[config.mk]
export PLATFORM = sky130hd
export DESIGN_NAME = timer_arbiter
export DESIGN_NICKNAME = d
export VERILOG_FILES = /design/src/rtl/timer_arbiter.sv
export SDC_FILE = /design/constraint.sdc
export NUM_CORES = 1
export LEC_CHECK = 0
export BUFFER_PORTS_ARGS = -buffer_cell sky130_fd_sc_hd__buf_2
export CAP_MARGIN = 20
export CELL_PAD_IN_SITES_DETAIL_PLACEMENT = 1
export CELL_PAD_IN_SITES_GLOBAL_PLACEMENT = 1
export CORE_ASPECT_RATIO = 0.9
export CORE_MARGIN = 2
export CORE_UTILIZATION = 32
export DETAILED_ROUTE_END_ITERATION = 6
export GPL_TIMING_DRIVEN = 0
export PLACE_DENSITY_LB_ADDON = 0.1
export SYNTH_ARGS = -nofsm -noshare
export SYNTH_HDL_FRONTEND = slang
export SYNTH_SLANG_ARGS = --single-unit
[constraint.sdc]
create_clock -name clk -period 2.75 [get_ports clk]
set_clock_uncertainty 0.2 [all_clocks]
set_input_delay 0.275 -clock clk [delete_from_list [all_inputs] [get_ports clk]]
set_output_delay 0.275 -clock clk [all_outputs]
set_load 0.02 [all_outputs]
[src/rtl/timer_arbiter.sv]
// Round-robin arbiter that lends one millisecond down-count timer to NUM_REQ requesters.
// Optional `TIMER_ARB_PAUSE_EN adds a pause input that freezes the running countdown.
module timer_arbiter #(
  parameter int NUM_REQ = 4,
  parameter int MAX_MS  = 1000,
  parameter int TW      = $clog2(MAX_MS)
) (
  input  logic                  clk,
  input  logic                  reset,
  input  logic [NUM_REQ-1:0]    req,
  input  logic [NUM_REQ*TW-1:0] req_ms,
  output logic [NUM_REQ-1:0]    grant,
  output logic [NUM_REQ-1:0]    done,
  output logic                  busy,
  output logic                  tmr_reset,
  output logic                  tmr_up,
  output logic                  tmr_enable,
  output logic [TW-1:0]         tmr_start_value,
  input  logic                  tmr_expire
`ifdef TIMER_ARB_PAUSE_EN
  ,
  input  logic                  pause
`endif
);

  localparam int IW = (NUM_REQ > 1) ? $clog2(NUM_REQ) : 1;

  typedef enum logic [1:0] {S_IDLE, S_LOAD, S_RUN, S_DONE} state_t;

  state_t               state_q, state_d;
  logic [IW-1:0]        owner_q, owner_d;
  logic [IW-1:0]        ptr_q, ptr_d;
  logic [NUM_REQ-1:0]   grant_q, grant_d;
  logic [TW-1:0]        cnt_q, cnt_d;

  logic [IW-1:0]        cand_idx [NUM_REQ];
  logic [TW-1:0]        ms_arr   [NUM_REQ];
  logic                 pick_valid;
  logic [IW-1:0]        pick_idx;
  logic [TW-1:0]        ms_sel;
  logic [IW-1:0]        next_ptr;
  logic                 pause_w;

`ifdef TIMER_ARB_PAUSE_EN
  assign pause_w = pause;
`else
  assign pause_w = 1'b0;
`endif

  // cand_idx[k] is the k-th requester examined, starting at the rr pointer
  for (genvar gi = 0; gi < NUM_REQ; gi++) begin : g_slot
    assign cand_idx[gi] = IW'((int'(ptr_q) + gi) % NUM_REQ);
    assign ms_arr[gi]   = req_ms[gi*TW +: TW];
  end

  always_comb begin
    pick_valid = 1'b0;
    pick_idx   = '0;
    for (int k = NUM_REQ - 1; k >= 0; k--) begin
      if (req[cand_idx[k]]) begin
        pick_valid = 1'b1;
        pick_idx   = cand_idx[k];
      end
    end
  end

  assign ms_sel   = ms_arr[pick_idx];
  assign next_ptr = (owner_q == IW'(NUM_REQ - 1)) ? '0 : owner_q + 1'b1;

  always_ff @(posedge clk) begin
    if (reset) begin
      state_q <= S_IDLE;
      owner_q <= '0;
      ptr_q   <= '0;
      grant_q <= '0;
      cnt_q   <= TW'(1);
    end else begin
      state_q <= state_d;
      owner_q <= owner_d;
      ptr_q   <= ptr_d;
      grant_q <= grant_d;
      cnt_q   <= cnt_d;
    end
  end

  always_comb begin
    state_d = state_q;
    owner_d = owner_q;
    ptr_d   = ptr_q;
    grant_d = grant_q;
    cnt_d   = cnt_q;
    case (state_q)
      S_IDLE: begin
        if (pick_valid) begin
          state_d = S_LOAD;
          owner_d = pick_idx;
          grant_d = NUM_REQ'(1) << pick_idx;
          cnt_d   = (ms_sel == '0) ? TW'(1) : ms_sel;
        end
      end
      S_LOAD: state_d = S_RUN;
      S_RUN: begin
        // Expiry beats a simultaneous request drop; expiry while paused is ignored
        if (tmr_expire && !pause_w) begin
          state_d = S_DONE;
        end else if (!req[owner_q]) begin
          state_d = S_IDLE;
          grant_d = '0;
          ptr_d   = next_ptr;
        end
      end
      S_DONE: begin
        state_d = S_IDLE;
        grant_d = '0;
        ptr_d   = next_ptr;
      end
      default: state_d = S_IDLE;
    endcase
  end

  always_comb begin
    grant           = grant_q;
    done            = '0;
    busy            = (state_q != S_IDLE);
    tmr_reset       = 1'b1;
    tmr_enable      = 1'b0;
    tmr_up          = 1'b0;
    tmr_start_value = cnt_q - 1'b1;
    case (state_q)
      S_RUN: begin
        tmr_reset  = 1'b0;
        tmr_enable = !pause_w;
      end
      S_DONE:  done = grant_q;
      default: ;
    endcase
  end

endmodule

Word-level counts from Yosys, hierarchy flattened
Index checks and enable logic that the tools add are counted.

Bits in registers: 20. Bits in latches: 0. Bits in writable memories: 0. Bits in read-only memories: 0. Bits of input ports: 47. Output and inout port bits: 22. Logic and storage cells: 72. Memories kept: 0.

Add/subtract/negate cells: 5. Multipliers: 0. Divide/modulo/power cells: 0. Order comparisons: 6. Equal/unequal tests: 8. Shift-type cells: 1. Muxes and demuxes: 37. Bitwise logic cells: 1. Reduce and logical (&&, ||, !) cells: 9.

Operators with widths (count): $mux W10 (3); $bmux W10 S2 (1); $mux W2 (10); $mux W4 (4); $lt A2 B3 Y1 const B (5); $pmux W4 S3 (1); $mux W1 (11); $bmux W1 S2 (5); $logic_not A10 Y1 (1); $sub A10 B1 Y10 const B (1); $pmux W2 S4 (1); $eq A2 B2 Y1 const B (3); $ne A2 B2 Y1 const B (3); $add A2 B1 Y2 const B (2); $add A2 B2 Y2 const B (2); $pmux W2 S2 (1); $reduce_and A2 Y1 (2); $reduce_and A4 Y1 (1); $reduce_bool A2 Y1 (2); $shl A1 B2 Y4 const A (1); $ge A3 B3 Y1 const B (1); $ne A3 B3 Y1 const B (1); $not A2 Y3 (1); $reduce_and A3 Y1 (1); 3 further kinds (3).

Depth between registers and ports, before layout
Depth in word-level cells: 13. Depth in mapped cells: 9. Depth with buffers taken out: 7.

Worst setup path before layout
OpenSTA, ideal clock, no wires.

Path kind: reg2reg. Start: register ptr_q[1]. End: register cnt_q[0]. Library setup time: 0.079 ns. Arrival: 2.119 ns. Data required time: 2.471 ns. Setup slack: 0.352 ns. Cell stages (with the launch flop): 10. Buffers on the path: 2. Period minus slack after synthesis: 2.398 ns. Cell sequence: dfxtp_1 buf_6 mux2i_1 nor2_2 nor3_4 buf_6 mux2i_1 mux2i_1 or4_1 a211oi_2.

Cells in the longest elaborated chain, start to end: 13. Elaborated cells on any way between the ends: 26. Classes of those cells: 3 x add/sub; 20 x mux; 1 x bitwise; 2 x reduce/logical.

Ends and longest elaborated chain: start: declaration (RTL line 32) `logic [IW-1:0] ptr_q, ptr_d;`; start signal: assignment (RTL line 80) `ptr_q <= ptr_d;`; $add A2 B2 Y2 (RTL line 52) `assign cand_idx[gi] = IW'((int'(ptr_q) + gi) % NUM_REQ);`; $bmux W1 S2 (RTL line 60) `if (req[cand_idx[k]]) begin`; $mux W1 (implied by the code) (RTL line 60); $mux W2 (4 in series) (RTL line 60); $not A2 Y3 (implied by the code) (RTL line 67) `assign ms_sel = ms_arr[pick_idx];`; $bmux W10 S2 (RTL line 67); $mux W10 (implied by the code) (2 in series) (RTL line 67); $logic_not A10 Y1 (RTL line 98) `cnt_d = (ms_sel == '0) ? TW'(1) : ms_sel;`; $mux W10 (RTL line 98); end signal: assignment (RTL line 82) `cnt_q <= cnt_d;`; end: declaration (RTL line 34) `logic [TW-1:0] cnt_q, cnt_d;`.

Several ways; a longest one is shown, not always the timed one. The select of a mux whose other input is x is not followed. A chain may end at the register's enable or synchronous reset.

Worst setup path in the final report
Same ends and word-level chain as after synthesis.

==> results.toml <==
[global_routing]
antenna_found_initial = 0
grt_max_degree = 13
grt_overflow = 0
grt_pass1_vias = 1538
grt_usage_pct = 17.68
grt_first_pass_wirelength_um = 7107

[logic_synthesis]
synth.most_common_cell = "dfxtp_1"
synth-seq-cells = 20
syn_area_mm2 = 0.001479
yosysTopAreaCell = "dfxtp_1"
synth_xor_area_share_pct = 4.738
ys_seq_area_share_pct = 27.07
synth.area.top_cells = "dfxtp_1 (27%), mux2i_1 (9.5%), a21oi_1 (6.1%)"
synth_top_family_by_area = "compound AO/OA/AOI/OAI gates"
synth.top_cell.area_share_pct = 27.07
synth_fp_nets = 233
yosys_warnings = 0
yosys.area_share.simple_pct = 21.66
synth.top_cells.by_count = "dfxtp_1 (20), a21oi_1 (18), nor2_1 (17)"
synthCells = 184
yosysUniqueCellTypes = 38
synth_edf_count = 0
synth_compound_area_share_pct = 26.73
synthArstFlopShare_pct = 0
synth_fa_ha_area_share_pct = 1.692
synth_area_per_cell_um2 = 8.038
synth_ff_type = "dfxtp_1"
muxShareOfSynthArea_pct = 11.00

[cts]
cts-root-buf = "clkbuf_8"
clock-sinks = 20
clock_latency_ns = 0.26
htreeDepth = 1
clock_path_buffers = 2
cts_tree = "done"
numCtsBuffers = 3
postCtsSetupRepairBufs = 0
postCtsHoldBufs = 0
clk_pin_slew_ns = 0.08
cts_resized = 0

[setup_path]
crit_required_ns = 2.73
cp_slowest_cell = "or4_1"
worstPathCellList = "buf_6 > mux2i_1 > nor2_2 > nor3_4 > buf_6 > mux2i_1 > mux2i_1 > or4_1 > a211oi_2"
cp_num_buf_inv = 2
r2r-start = "ptr_q[1]$_SDFFE_PP0P_"
timing.setup.critical_path_class = "reg2reg"
worstSetupEndpointType = "flop"
cp-start-kind = "flop"
max_stage_delay_ns = 0.50
worstRegToRegCells = 9
critPathArrivalTime_ns = 2.57
cpMostUsedCell = "mux2i_1"
r2r_end = "cnt_q[0]$_SDFFE_PP1P_"
crit_end = "cnt_q[0]$_SDFFE_PP1P_"
path_max_fanout = 10
crit_family = "simple AND/OR/NAND/NOR gates"
rrSetupSlack_ns = 0.17
path_depth = 9
startpoint = "ptr_q[1]$_SDFFE_PP0P_"

[floorplanning]
fp.dieH_um = 68.50
start_util_pct = 33.16
io_pins = 69
num_rows = 23
die_area_mm2 = 0.005182
coreArea_mm2 = 0.004461
die_w_um = 75.66

[drt]
drt-initial-drc-count = 36
wl_um = 4388
firstDrtPassIters = 4
drc = 0
wl_per_cell_um = 13.84
postRouteAntennaNets = 0
viasPerCell = 5.057
dr_total_vias = 1603

[timing]
max_freq_mhz = 387.2
drv_slew = 0
setup_viol = 0
timing_hold_violations_final = 0
max_slew.worst_pin.slew_ns = 0.7938
min_period_over_period_pct = 93.91
rsz0062_at_grt = "false"
fin_setup_tns_ns = 0
period_minus_slack_ns = 2.583
relSlewSlack_pct = 46.59

[power_and_ir_drop]
power_density_mw_per_mm2 = 596.2
ir_drop_mv = 0.4148
total_leakage_power_nw = 0.9093

[final_layout]
area_growth_syn_to_layout_pct = 32.74
antenna_cells = 0
final_util_pct = 44.01
final_layout_size_suffix_gt1_share_pct = 34.51
fin_nets = 305
layout.cells.non_filler = 317

[placement]
dp_cells = 313
dp_hpwl_um = 3593
gp_congestion = 0.7680
portBuffers = 67

[job]
drv_cap = 0

[worst_hold_path]
hold_path.class = "in2reg"

[status]
outcome = "complete, no violations"
[cell type report]
| class | instances | area (µm²) |
|---|---|---|
| multi-input combinational | 145 | 977.2 |
| timing repair buffer | 67 | 335.3 |
| inverter | 6 | 22.52 |
| sequential | 20 | 400.4 |
| buffer | 13 | 78.83 |
| tap | 62 | 77.57 |
| fill | 580 | 2497 |
| clock buffer | 3 | 41.29 |
| clock inverter | 1 | 30.03 |
[worst min-delay path by stage]
stage | endpoint | from | depth (start not counted) | slack, ns
2_1_floorplan | cnt_q[9]$_SDFFE_PP0P_ | cnt_q[9]$_SDFFE_PP0P_ | 2 | 0.25
3_3_place_gp | cnt_q[9]$_SDFFE_PP0P_ | cnt_q[9]$_SDFFE_PP0P_ | 2 | 0.26
3_5_place_dp | cnt_q[9]$_SDFFE_PP0P_ | cnt_q[9]$_SDFFE_PP0P_ | 2 | 0.28
4_1_cts | state_q[0]$_SDFFE_PP0P_ | tmr_expire | 3 | 0.11
5_1_grt | cnt_q[0]$_SDFFE_PP1P_ | reset | 3 | 0.14
6_report | state_q[0]$_SDFFE_PP0P_ | tmr_expire | 3 | 0.12
[tightest hold or removal path, delay by kind of cell]
kind,cells,cell delay (ns)
buffers and inverters,1,0.08
and+or+nand+nor,1,0.12
AOI/OAI and AO/OA,1,0.06
[per-stage QoR]
stage	hold WS [ns]	cell area, µm²	total power [mW]	setup WS [ns]
after floorplan	0.2481	1479	0.7182	0.3518
after global placement	0.2634	1892	0.8824	0.1094
after detailed placement	0.2774	1892	0.8864	0.08848
after CTS	0.1131	1963	1.185	0.06726
after global routing	0.1376	1963	1.252	0.01834
final	0.1205	1963	1.170	0.1675
[registers in the layout (all words and copies together), names as in the netlist]
name	flops
cnt_q	10
grant	4
state_q	2
ptr_q	2
owner_q	2
[routing by layer]
metal,GRT usage [%],part of all wire (%),vias to the layer above
met5,0,0,-
met4,1.974,0.14,0
met3,3.488,4.5,2
met2,29.35,47,39
met1,24.54,49,748
li1,-,-,814
[layout by cell type (no fill, tap or decap), types with 2 or more instances in the layout]
cell type	count
o31a_1	9
o22ai_1	4
nand2_1	16
nor2_2	2
or3_1	2
o21ai_0	2
o21a_1	2
buf_2	70
nor2_1	17
xor2_1	6
dfxtp_1	20
xnor2_1	2
a32oi_1	2
clkbuf_1	5
clkbuf_8	3
and3_1	4
inv_1	6
a211oi_1	11
ha_1	2
nand2b_1	4
nor4_1	2
buf_6	3
mux2i_1	14
nor3b_1	2
o31a_2	3
nor3_1	11
a21oi_1	18
[report_power, final]
group | switching [mW] | total [mW] | internal (mW)
logic | 0.309 | 0.513 | 0.204
clock network | 0.0987 | 0.293 | 0.194
registers | 0.0375 | 0.364 | 0.327
total | 0.445 | 1.17 | 0.726
[kinds of logic (layout without fill, tap and decap cells)]
family | count (synthesis) | after routing
adders and majority gates | 2 | 2
muxes | 15 | 15
buffers and inverters | 19 | 90
xor gates and xnor gates | 8 | 8
AOI/OAI and AO/OA | 55 | 55
DFF | 20 | 20
and+or+nand+nor | 64 | 64
other | 1 | 1
Power figures use the tool's default switching activity.
